### config.mk
export PLATFORM = sky130hd
export DESIGN_NAME = reg_writeback_queue
export DESIGN_NICKNAME = d
export VERILOG_FILES = /design/src/rtl/reg_writeback_queue.sv
export SDC_FILE = /design/constraint.sdc
export NUM_CORES = 1
export LEC_CHECK = 0
export ABC_AREA = 1
export CAP_MARGIN = 20
export CORE_MARGIN = 4
export CORE_UTILIZATION = 52
export CTS_BUF_LIST = sky130_fd_sc_hd__clkbuf_16
export CTS_CLUSTER_SIZE = 20
export DETAILED_ROUTE_END_ITERATION = 7
export PLACE_DENSITY = 0.78
export REMOVE_ABC_BUFFERS = 1
export SYNTH_ARGS = -nofsm -noshare
export SYNTH_HDL_FRONTEND = slang
export SYNTH_SLANG_ARGS = --single-unit
### constraint.sdc
create_clock -name clk -period 4.81 [get_ports clk]
set_input_delay 0.481 -clock clk [delete_from_list [all_inputs] [get_ports clk]]
set_output_delay 0.481 -clock clk [all_outputs]
set_load 0.03 [all_outputs]
### src/rtl/reg_writeback_queue.sv
// Register-file write-back serialiser: merges ALU and load/mul results onto the single
// write port through an output register and a small FIFO, with pending/forward lookup.
module reg_writeback_queue #(
   parameter int ADDRESS_WIDTH = 5,
   parameter int DATA_WIDTH    = 32,
   parameter int DEPTH         = 4
) (
   input  logic                     clk,
   input  logic                     rst,
   input  logic                     src0_valid,
   output logic                     src0_ready,
   input  logic [ADDRESS_WIDTH-1:0] src0_rd,
   input  logic [DATA_WIDTH-1:0]    src0_data,
   input  logic                     src1_valid,
   output logic                     src1_ready,
   input  logic [ADDRESS_WIDTH-1:0] src1_rd,
   input  logic [DATA_WIDTH-1:0]    src1_data,
   input  logic [ADDRESS_WIDTH-1:0] ad1,
   input  logic [ADDRESS_WIDTH-1:0] ad2,
   output logic                     pend1,
   output logic                     pend2,
   output logic [DATA_WIDTH-1:0]    fwd1,
   output logic [DATA_WIDTH-1:0]    fwd2,
   output logic                     WE3,
   output logic [ADDRESS_WIDTH-1:0] ad3,
   output logic [DATA_WIDTH-1:0]    WD3,
   output logic [$clog2(DEPTH):0]   count
);
   localparam int PW = $clog2(DEPTH);
   localparam int CW = PW + 1;

   typedef struct packed {
      logic [ADDRESS_WIDTH-1:0] rd;
      logic [DATA_WIDTH-1:0]    data;
   } wr_t;

   wr_t                r_mem [DEPTH];
   logic [PW-1:0]      r_wptr, r_rptr;
   logic [CW-1:0]      r_count;

   wr_t                w_e0, w_e1, w_push_a;
   logic               w_acc0, w_acc1, w_pop, w_push_a_v, w_push_b_v;
   logic [1:0]         w_pend;
   logic [ADDRESS_WIDTH-1:0] w_ad  [2];
   logic [DATA_WIDTH-1:0]    w_fwd [2];

   assign src0_ready = (r_count < CW'(DEPTH));
   // src1 only gets the last free slot when src0 is not competing for it
   assign src1_ready = (r_count <= CW'(DEPTH-2)) ||
                       ((r_count == CW'(DEPTH-1)) && !src0_valid);

   assign w_acc0 = src0_valid && src0_ready && (src0_rd != '0);
   assign w_acc1 = src1_valid && src1_ready && (src1_rd != '0);
   assign w_e0   = '{rd: src0_rd, data: src0_data};
   assign w_e1   = '{rd: src1_rd, data: src1_data};
   assign w_pop  = (r_count != '0);
   assign count  = r_count;

   // Whatever the output register does not take goes to the tail, src0 first.
   always_comb begin
      w_push_a_v = 1'b0;
      w_push_b_v = 1'b0;
      w_push_a   = w_e1;
      if (w_pop) begin
         if (w_acc0) begin
            w_push_a_v = 1'b1;
            w_push_a   = w_e0;
            w_push_b_v = w_acc1;
         end else begin
            w_push_a_v = w_acc1;
         end
      end else if (w_acc0) begin
         w_push_a_v = w_acc1;
      end
   end

   always_ff @(posedge clk) begin
      if (w_push_a_v) r_mem[r_wptr]           <= w_push_a;
      if (w_push_b_v) r_mem[r_wptr + PW'(1)]  <= w_e1;
   end

   always_ff @(posedge clk or posedge rst) begin
      if (rst) begin
         r_wptr  <= '0;
         r_rptr  <= '0;
         r_count <= '0;
         WE3     <= 1'b0;
         ad3     <= '0;
         WD3     <= '0;
      end else begin
         r_wptr  <= r_wptr + PW'(w_push_a_v) + PW'(w_push_b_v);
         r_count <= r_count + CW'(w_push_a_v) + CW'(w_push_b_v) - CW'(w_pop);
         if (w_pop) begin
            r_rptr <= r_rptr + PW'(1);
            WE3    <= 1'b1;
            ad3    <= r_mem[r_rptr].rd;
            WD3    <= r_mem[r_rptr].data;
         end else if (w_acc0) begin
            WE3 <= 1'b1;
            ad3 <= src0_rd;
            WD3 <= src0_data;
         end else if (w_acc1) begin
            WE3 <= 1'b1;
            ad3 <= src1_rd;
            WD3 <= src1_data;
         end else begin
            WE3 <= 1'b0;
         end
      end
   end

   assign w_ad[0] = ad1;
   assign w_ad[1] = ad2;

   // Oldest first so later (younger) matches overwrite; output register is oldest of all.
   always_comb begin
      w_pend   = '0;
      w_fwd[0] = '0;
      w_fwd[1] = '0;
      for (int p = 0; p < 2; p++) begin
         if (WE3 && (ad3 == w_ad[p])) begin
            w_pend[p] = 1'b1;
            w_fwd[p]  = WD3;
         end
         for (int i = 0; i < DEPTH; i++) begin
            if ((CW'(i) < r_count) && (r_mem[r_rptr + PW'(i)].rd == w_ad[p])) begin
               w_pend[p] = 1'b1;
               w_fwd[p]  = r_mem[r_rptr + PW'(i)].data;
            end
         end
         if (w_ad[p] == '0) begin
            w_pend[p] = 1'b0;
            w_fwd[p]  = '0;
         end
      end
   end

   assign pend1 = w_pend[0];
   assign pend2 = w_pend[1];
   assign fwd1  = w_fwd[0];
   assign fwd2  = w_fwd[1];

endmodule

After elaboration in Yosys (flattened, before gate mapping)
Memories as Yosys holds them, arrays and structs flattened.
Index checks and enable logic that the tools add are counted.
{"block": "totals", "register_bits": 45, "ram_bits": 148, "input_bits": 88, "out_inout_bits": 109, "elab_cells": 99, "n_memories": 1}
{"block": "op_classes", "add_sub_neg": 9, "order_cmp": 6, "n_eq_ne": 11, "mux": 43, "reduce_logical": 23}
{"memory": "r_mem", "depth": 4, "width": 37, "rd": 4, "rd_ports_with_merged_regs": 0, "write_ports": 2, "line": "37", "source": "wr_t r_mem [DEPTH];"}
{"operator": "32-bit 2-to-1 mux", "n": 15}
{"operator": "37-bit 2-to-1 mux", "n": 2}
{"operator": "5-bit == test", "n": 10}
{"operator": "1-bit 2-to-1 mux", "n": 23}
{"operator": "1-bit logical AND", "n": 15}
{"operator": "5-bit 2-to-1 mux", "n": 3}
{"operator": "5-bit zero test", "n": 2}
{"operator": "5-bit nonzero test", "n": 2}
{"operator": "3-bit by 1-bit adder with 3-bit output", "n": 2}
{"operator": "1-bit by 3-bit < comparator with 1-bit output (first input constant)", "n": 2}
{"operator": "2-bit by 3-bit < comparator with 1-bit output (first input constant)", "n": 2}
{"operator": "3-bit nonzero test", "n": 2}
{"operator": "2-bit by 1-bit adder with 2-bit output", "n": 2}
{"operator": "2-bit by 1-bit adder with 2-bit output (second input constant)", "n": 2}
{"operator": "2-bit adder (second input constant)", "n": 2}
{"operator": "3-bit by 2-bit == test with 1-bit output (second input constant)", "n": 1}
{"operator": "3-bit by 2-bit <= comparator with 1-bit output (second input constant)", "n": 1}
{"operator": "3-bit < comparator (second input constant)", "n": 1}
{"operator": "3-bit by 1-bit subtractor with 3-bit output", "n": 1}
{"operator": "1-bit zero test", "n": 1}
{"operator": "1-bit logical OR", "n": 1}

Depth between registers and ports, before layout
Gate-level depths: netlist of the first run.
{"block": "depth", "ltp_word": 10, "depth_mapped": 17, "ltp_nobuf": 14}

Worst setup path after synthesis of the first run
Ideal clock, no wire load.
{"block": "synth_path", "path_kind": "flip-flop to flip-flop", "start": "reg r_count[2] (netlist: count[2])", "end": "mem r_mem[2][0] in the netlist's numbering (enable)", "setup_ps": 483, "arrival_time_ps": 4548, "t_required_ps": 4327, "setup_slack_ps": -221, "stages_incl_launch_ff": 9, "path_buffers": 0, "period_less_slack_ps": 5031, "cell_sequence": "dfrtp_1 > inv_2 > ha_1 > a21oi_1 > nand2_1 > o311ai_1 > o21ai_0 > nand2_1 > o21ai_0"}
{"element": "start, declared", "line": "39", "source": "logic [CW-1:0] r_count;"}
{"element": "start signal, assigned", "line": "92", "source": "r_count <= r_count + CW'(w_push_a_v) + CW'(w_push_b_v) - CW'(w_pop);"}
{"element": "end, declared", "line": "37"}

Worst setup path after layout of the first run
{"block": "layout_path", "start": "reg r_rptr[0]", "end": "out fwd1[28]"}
{"block": "layout_via", "elab_chain_cells": 8, "word_cells_on_any_way": 17, "cone_classes": "add/sub (3); eq/ne (4); mux (5); reduce/logical (4); memory (1)"}
{"element": "start, declared", "line": "38", "source": "logic [PW-1:0] r_wptr, r_rptr;"}
{"element": "start signal, assigned", "line": "94", "source": "r_rptr <= r_rptr + PW'(1);"}
{"element": "2-bit by 1-bit adder with 2-bit output / memory read 4 x 37 bit (equally long branches)"}
{"element": "memory read 4 x 37 bit (*)"}
{"element": "5-bit == test / 1-bit logical AND (equally long branches)", "line": "126", "source": "if ((CW'(i) < r_count) && (r_mem[r_rptr + PW'(i)].rd == w_ad[p])) begin"}
{"element": "1-bit logical AND / 32-bit 2-to-1 mux (equally long branches)", "line": "126"}
{"element": "32-bit 2-to-1 mux (2 in series)", "line": "126"}
{"element": "32-bit 2-to-1 mux (*)", "line": "126"}
{"element": "32-bit 2-to-1 mux (*)", "line": "131", "source": "if (w_ad[p] == '0) begin"}
{"element": "end, declared", "line": "22", "source": "output logic [DATA_WIDTH-1:0] fwd1,"}
Mark *: on every way between the ends. The rest lies on a longest branch, timed or not.

==> impl_results.md, run 1 <==
* Crit end category: output port
* Largest net degree at the start of global routing at 88
* Async S/R FF share, synth at 23.3%
* RSZ-0062 raised after global routing: false
* Reg power frac at 20.0%
* Initial antenna violation count at 0
* Hold crit path type: primary input to async pin
* Yosys warning count at 0
* DRT iter0 DRCs at 2369
* Clk buf depth at 2
* Tmin final at 4620 ps
* Crit path launch: r_rptr[0]
* Cells on worst reg2reg path at 9
* Final Util at 61.5%
* Leak at 8.98 nW
* DRC at 0
* Syn_area_per_cell at 6.21 um^2
* Vias in the first global route at 17.8k
* VDD IR max at 0.579 mV
* GRT met3 Usage at 5.94%
* Post-synth EDFFs at 148
* Sw power at 8.82 mW
* Design area at 0.0195 mm^2
* Number of max-cap violations at 0
* Switching Fraction at 56.5%
* Ranking of synthesized cells by area: edfxtp_1 26%, nand2_1 20%, o21ai_0 13%
* Routed len/inst at 19.5 um
* Final Worst Setup Slack at 190 ps
* Gate Count Post-Synth at 2707
* Crit path kind: flip-flop to output port
* GRT Total Usage at 34.0%
* Sequential Area at 0.00558 mm^2
* Row count at 65
* Dpl cell area at 0.0189 mm^2
* Met2 Use GR at 55.7%
* Final-stage net count at 2868
* Vias per std cell at 6.01
* Die area at 0.0353 mm^2
* Startpoint types: flip-flop
* Final Hold Fails at 0
* Synthesis-to-finish area growth at 16.1%
* Setup Skew at 15.9 ps
* Via count at 19.2k
* Pre-CTS setup slack at 669 ps
* First-pass GRT wire length at 95.5 mm
* Gr busiest metal: met2
* CTS tree: built
* Footprint of the multi-input gates at 0.00959 mm^2
* Synth area leader: edfxtp_1
* IO Count at 197
* GR Overflow Total at 0
* Slew Limit Fails at 0
* Starting Density at 53.0%
* Yosys top cell area share at 26.4%
* P_int at 6.81 mW
* Htree depth at 4
* # port buffers at 196
* Combinational Power Share at 70.7%
* Share of cells above drive strength 1 at 6.46%
* Post-synth top flop: edfxtp_1
* Core ar. at 0.0317 mm^2
* Arrival time of the worst setup path at 4140 ps
* Fillers at 2908
* Die Width at 188 um
* Clock-pin slew on the worst setup and hold paths at 80 ps
* Inserted Diodes at 0
* Total CTS buffers at 17
* Synth cell types at 38
* Yosys reg bits at 193
* Final setup viols at 0
* Reg-to-Reg End: ad3[1]
* WP data required at 4330 ps
* Crit-path max FO at 44
* CP endpoint: fwd1[28]
* Initial DRT Pass Iterations at 6
* Final wirelength at 62.1 mm
* R2r setup slk at 1390 ps
* Rel. slew slack at 32.4%
* M1 GR Usage at 44.0%
* Fmax at 0.216 GHz
* Final hold slack at 512 ps
* DRT antenna net count at 0
* Post-synthesis sequential area ratio at 33.1%
* Worst-margin pin slew at 1010 ps
* Chip Height at 188 um
* Reg2Reg Launch Point: count[2]
* Latest clock arrival within the worst-skew pair at 460 ps
* Root Driver: clkbuf_16
* Final period util at 96.1%
* TritonCTS Sinks at 193
* PwrDens at 801 mW/mm^2
* Synthesized area at 0.0168 mm^2
* Fraction of power consumed by the clock network at 9.3%
* Hpwl dp at 40.7 mm
* Status: complete, no violations
* Routability congestion estimate at 0.969
-- worst max-delay path, cell delays in order, from the launching register on --
cell and delay, ps:
dfrtp_4 460, buf_4 380, nand2_1 140, nand3_1 150, nand2_1 140, nand2_1 90, nand2_1 100, a21oi_4 140
nand3_2 740, buf_4 450, nand2_1 60, nand3_1 60, nand2_1 90, a21oi_1 60, clkdlybuf4s50_1 590
-- registers in the layout (all words and copies together) (netlist names) --
name,flops
ad3,5
r_rptr,2
count,3
WE3,1
WD3,32
r_wptr,2
r_mem,148
-- per-layer routing --
metal	vias up	part of all wire, %	routed length (um)
met5	-	0	0
met4	0	4.8	2980
met3	244	11	6820
met2	1242	46	28500
li1	9033	-	-
met1	8667	38	23700
-- worst min path at each step --
stage              start   endpoint  slack [ps]  cells after the start
2_1_floorplan  r_wptr[1]  r_wptr[1]         540                      1
3_3_place_gp      ad3[0]     ad3[0]         500                      2
3_5_place_dp      ad3[0]     ad3[0]         520                      2
4_1_cts           ad3[0]     ad3[0]         540                      2
5_1_grt              rst     WD3[8]         590                      2
6_report             rst     WD3[8]         510                      2
-- timing repair --
action | 4_1_cts | 5_1_grt
setup endpoints to repair | 0 | 10
setup buffers | 0 | 0
hold buffers | 0 | 0
resized for setup | 0 | 3
-- cell usage after synthesis, types with 3 or more instances --
cell type and instances:
buf_1 25, clkbuf_1 95, inv_1 228, a21oi_1 71, o221ai_1 37, o21ai_0 447, o21ai_2 4, or2_1 3
nand3_2 3, buf_4 11, fa_1 3, or2_0 25, xor2_1 14, nand2_1 885, nand2_2 3, nand3_1 157
nor2_1 271, o22ai_1 6, or2_2 3, buf_6 4, nor3_1 4, inv_2 5, o21ai_1 42, dfrtp_1 45
nand4_1 74, edfxtp_1 148, nor2_2 10, buf_2 68
-- cell type report --
class                           instances  share of cell area, %
Multi-Input combinational cell       2075                   49.1
Clock buffer                           17                   2.18
Inverter                              236                   4.60
Clock inverter                         15                  0.763
Timing Repair Buffer                  252                   12.2
Sequential cell                       193                   28.6
Tap cell                              402                   2.58
-- power groups by stage --
stage               Clock (mW)  Sequential [mW]  Combinational, mW
detailed placement           0             3.15               10.8
floorplan                    0             3.62               6.41
global route              1.52             3.19               12.0
CTS                       1.45             3.11               10.8
global placement             0             3.13               10.6
finish                    1.45             3.13               11.0
-- cells by family (layout without fill, tap and decap cells) --
family                     after synthesis  count (layout)  synth area share (%)
xor gates and xnor gates                16              16                 0.833
DFF                                    193             193                  33.1
AOI/OAI and AO/OA                      611             611                  19.2
adders and majority gates                5               5                 0.506
muxes                                    2               2                 0.119
and+or+nand+nor                       1441            1441                  35.4
buffers and inverters                  439             520                  10.8
-- placed cells by master, fill, tap and decap left out, drive strengths merged, types with 2 or more instances in the layout --
master           n
fa               3
nor2           281
nand3b           2
buf             94
nand3          160
ha               2
clkinv           9
o22ai            6
xor2            14
mux2i            2
o21ai          493
a21oi           72
nand4           74
dfrtp           45
nor3             4
o21a             2
inv            240
xnor2            2
or2             31
clkbuf          17
edfxtp         148
nand2          888
clkdlybuf4s50  158
o221ai          37
-- metrics by stage --
stage	instances	setup TNS (ps)	total power, mW
2_1_floorplan	2504	-1712160	10.0
3_3_place_gp	3158	0	13.7
3_5_place_dp	3158	0	13.9
4_1_cts	3190	0	15.4
5_1_grt	3190	0	16.8
6_report	3190	0	15.6
Note: power is estimated with default switching activity, not from simulation.
==> run 2: changes to the inputs <==
--- a/config.mk
+++ b/config.mk
@@ -7,12 +7,14 @@
 export LEC_CHECK = 0
 export ABC_AREA = 1
 export CAP_MARGIN = 20
-export CORE_MARGIN = 4
-export CORE_UTILIZATION = 52
+export CORE_MARGIN = 2
+export CORE_UTILIZATION = 57
 export CTS_BUF_LIST = sky130_fd_sc_hd__clkbuf_16
 export CTS_CLUSTER_SIZE = 20
 export DETAILED_ROUTE_END_ITERATION = 7
-export PLACE_DENSITY = 0.78
+export DONT_BUFFER_PORTS = 1
+export GPL_TIMING_DRIVEN = 0
+export PLACE_DENSITY = 0.75
 export REMOVE_ABC_BUFFERS = 1
 export SYNTH_ARGS = -nofsm -noshare
 export SYNTH_HDL_FRONTEND = slang
==> run 2 against run 1 <==
  * Power shrank 0.94%
  * Clock power is essentially flat
  * Global-route usage grew 5.7 points
  * Non-clock buffer count shrank 196
  * Sequential share of layout area grew 1.4 points
  * Via count shrank 0.46%
  * Cell area shrank 4.6%
  * Count of clock-buffer cells in the layout is the same
  * Critical path type unchanged
  * Critical endpoint is now fwd1[25]
==> impl_results.md, run 2 (same netlist as run 1, synthesis figures left out) <==
* Status: complete, no violations (unchanged)
* DRT iter0 DRCs at 2766 (was 2369)
* Worst-margin pin slew at 1050 ps (was 1010 ps)
* Chip Height at 176 um (was 188 um)
* Crit path kind: flip-flop to output port (unchanged)
* Hold crit path type: primary input to flip-flop (was primary input to async pin)
* Total CTS buffers at 17 (unchanged)
* Crit end category: output port (unchanged)
* Final Util at 64.5% (was 61.5%)
* TritonCTS Sinks at 193 (unchanged)
* Design area at 0.0186 mm^2 (was 0.0195 mm^2)
* Vias in the first global route at 17.7k (was 17.8k)
* Largest registers: r_mem: 148 flops, WD3: 32 flops, ad3: 5 flops (unchanged)
* Via count at 19.1k (was 19.2k)
* Latest clock arrival within the worst-skew pair at 460 ps (about the same)
* Die Width at 176 um (was 188 um)
* Starting Density at 58.3% (was 53.0%)
* Crit path buf inv count at 3 (unchanged)
* Most frequent cells in the layout: 882 x nand2_1, 445 x o21ai_0, 266 x nor2_1 (was 882 x nand2_1, 445 x o21ai_0, 269 x nor2_1)
* IO Count at 197 (unchanged)
* Metal2 WL at 27.7 mm (was 28.5 mm)
* Number of flip-flops in the largest register at 148 (unchanged)
* Hpwl dp at 39.1 mm (was 40.7 mm)
* Number of max-cap violations at 0 (unchanged)
* CTS tree: built (unchanged)
* Final total power at 15.5 mW (was 15.6 mW)
* CP max stage cell: dfrtp_1 (was nand3_2)
* WP data required at 4330 ps (about the same)
* Final-stage net count at 2676 (was 2868)
* Initial DRT Pass Iterations at 6 (unchanged)
* Root Driver: clkbuf_16 (unchanged)
* Final hold slack at 331 ps (was 512 ps)
* Biggest register: r_mem (unchanged)
* Footprint of the multi-input gates at 0.0100 mm^2 (was 0.00959 mm^2)
* First-pass GRT wire length at 94.5 mm (was 95.5 mm)
* Htree depth at 4 (unchanged)
* DRC at 0 (unchanged)
* Dpl cell area at 0.0174 mm^2 (was 0.0189 mm^2)
* Arrival time of the worst setup path at 4260 ps (was 4140 ps)
* M1 WL at 21.9 mm (was 23.7 mm)
* Clk buf depth at 2 (unchanged)
* Row count at 62 (was 65)
* Routed len/inst at 21.1 um (was 19.5 um)
* Routability congestion estimate at 0.935 (was 0.969)
* Synthesis-to-finish area growth at 10.7% (was 16.1%)
* Fmax at 0.211 GHz (was 0.216 GHz)
* Tmin final at 4740 ps (was 4620 ps)
* Leak at 8.43 nW (was 8.98 nW)
* DRT antenna net count at 0 (unchanged)
* Largest net degree at the start of global routing at 98 (was 88)
* Core ar. at 0.0289 mm^2 (was 0.0317 mm^2)
* Final period util at 98.6% (was 96.1%)
* Critical path's largest stage delay at 680 ps (was 740 ps)
* GR Overflow Total at 0 (unchanged)
* Highest metal used: met5 (was met4)
* Final Worst Setup Slack at 69.4 ps (was 190 ps)
* Vias per std cell at 6.40 (was 6.01)
* Rel. slew slack at 29.9% (was 32.4%)
* Share of cells above drive strength 1 at 8.09% (was 6.46%)
* Worst-path cell chain: inv_2, ha_1, a21oi_1, o21ai_0, nor2_1, nand3_2, buf_16, inv_2, nor2_1, nand2_1, a21oi_2 (was buf_4, nand2_1, nand3_1, nand2_1, nand2_1, nand2_1, a21oi_4, nand3_2, buf_4, nand2_1, nand3_1, nand2_1, a21oi_1, clkdlybuf4s50_1)
* Final setup viols at 0 (unchanged)
* PwrDens at 832 mW/mm^2 (was 801 mW/mm^2)
* Setup Skew at 16.4 ps (was 15.9 ps)
* # port buffers at 0 (was 196)
* Crit-path max FO at 32 (was 44)
* GRT Total Usage at 39.7% (was 34.0%)
* Fillers at 2574 (was 2908)
* Slew Limit Fails at 0 (unchanged)
* Final wirelength at 62.9 mm (was 62.1 mm)
* Initial antenna violation count at 4 (was 0)
* Delay-heaviest family, CP: buffers and inverters (was simple AND/OR/NAND/NOR gates)
* Final Hold Fails at 0 (unchanged)
* RSZ-0062 raised after global routing: false (unchanged)
* Clock-pin slew on the worst setup and hold paths at 90 ps (was 80 ps)
* Die area at 0.0309 mm^2 (was 0.0353 mm^2)
* Met3 wire len at 9.46 mm (was 6.82 mm)
* Startpoint types: flip-flop (unchanged)
* VDD IR max at 0.778 mV (was 0.579 mV)
* Sequential Area at 0.00558 mm^2 (unchanged)
* Pre-CTS setup slack at -413 ps (was 669 ps)
* Most common cell after layout, fill and taps aside: nand2_1 (unchanged)
run 2: area by class of cell:
| class | count | share of cell area (%) |
|---|---|---|
| tap | 384 | 2.58 |
| inverter | 236 | 4.88 |
| sequential | 193 | 30.0 |
| clock inverter | 15 | 0.813 |
| clock buffer | 17 | 2.29 |
| multi-input combinational | 2079 | 53.9 |
| antenna | 3 | 0.0403 |
| timing repair buffer | 56 | 5.48 |
run 2: what timing repair did:
item                                    in CTS  in global routing
hold buffers                                 1                  0
buffers inserted                             3                  9
hold endpoints to repair                    14                  0
gates cloned                                 3                  1
pin swaps                                    2                  6
endpoints found under the setup margin      66                104
resized for setup                           71                 24
run 2: stage by stage:
stage / setup TNS, ps / std cells
after floorplan: -1712160 / 2504
after global placement: -4994360 / 2888
after detailed placement: -15050 / 2931
after CTS: 0 / 2970
after global routing: 0 / 2981
final: 0 / 2983
run 2: power breakdown:
part	switching (mW)	internal (mW)
combinational	7.51	2.89
sequential	0.831	2.77
clock	0.748	0.735
total	9.09	6.39
run 2: worst paths after layout:
check,from,end,slack [ps],cells past startpoint
worst max-delay path,count[2],fwd1[25],70,11
worst min-delay path,src0_data[5],WD3[5],330,2
worst max register to register,count[2],r_mem[1][19],400,6
worst min register to register,r_wptr[1],r_wptr[1],620,1
max in group asynchronous,rst,r_rptr[0],3700,3
min in group asynchronous,rst,ad3[2],510,2
run 2: layer usage:
metal | up-vias | GRT usage [%]
met1 | 8577 | 48.9
met3 | 356 | 10.5
met2 | 1496 | 63.5
li1 | 8667 | -
met4 | 2 | 22.1
met5 | - | 0
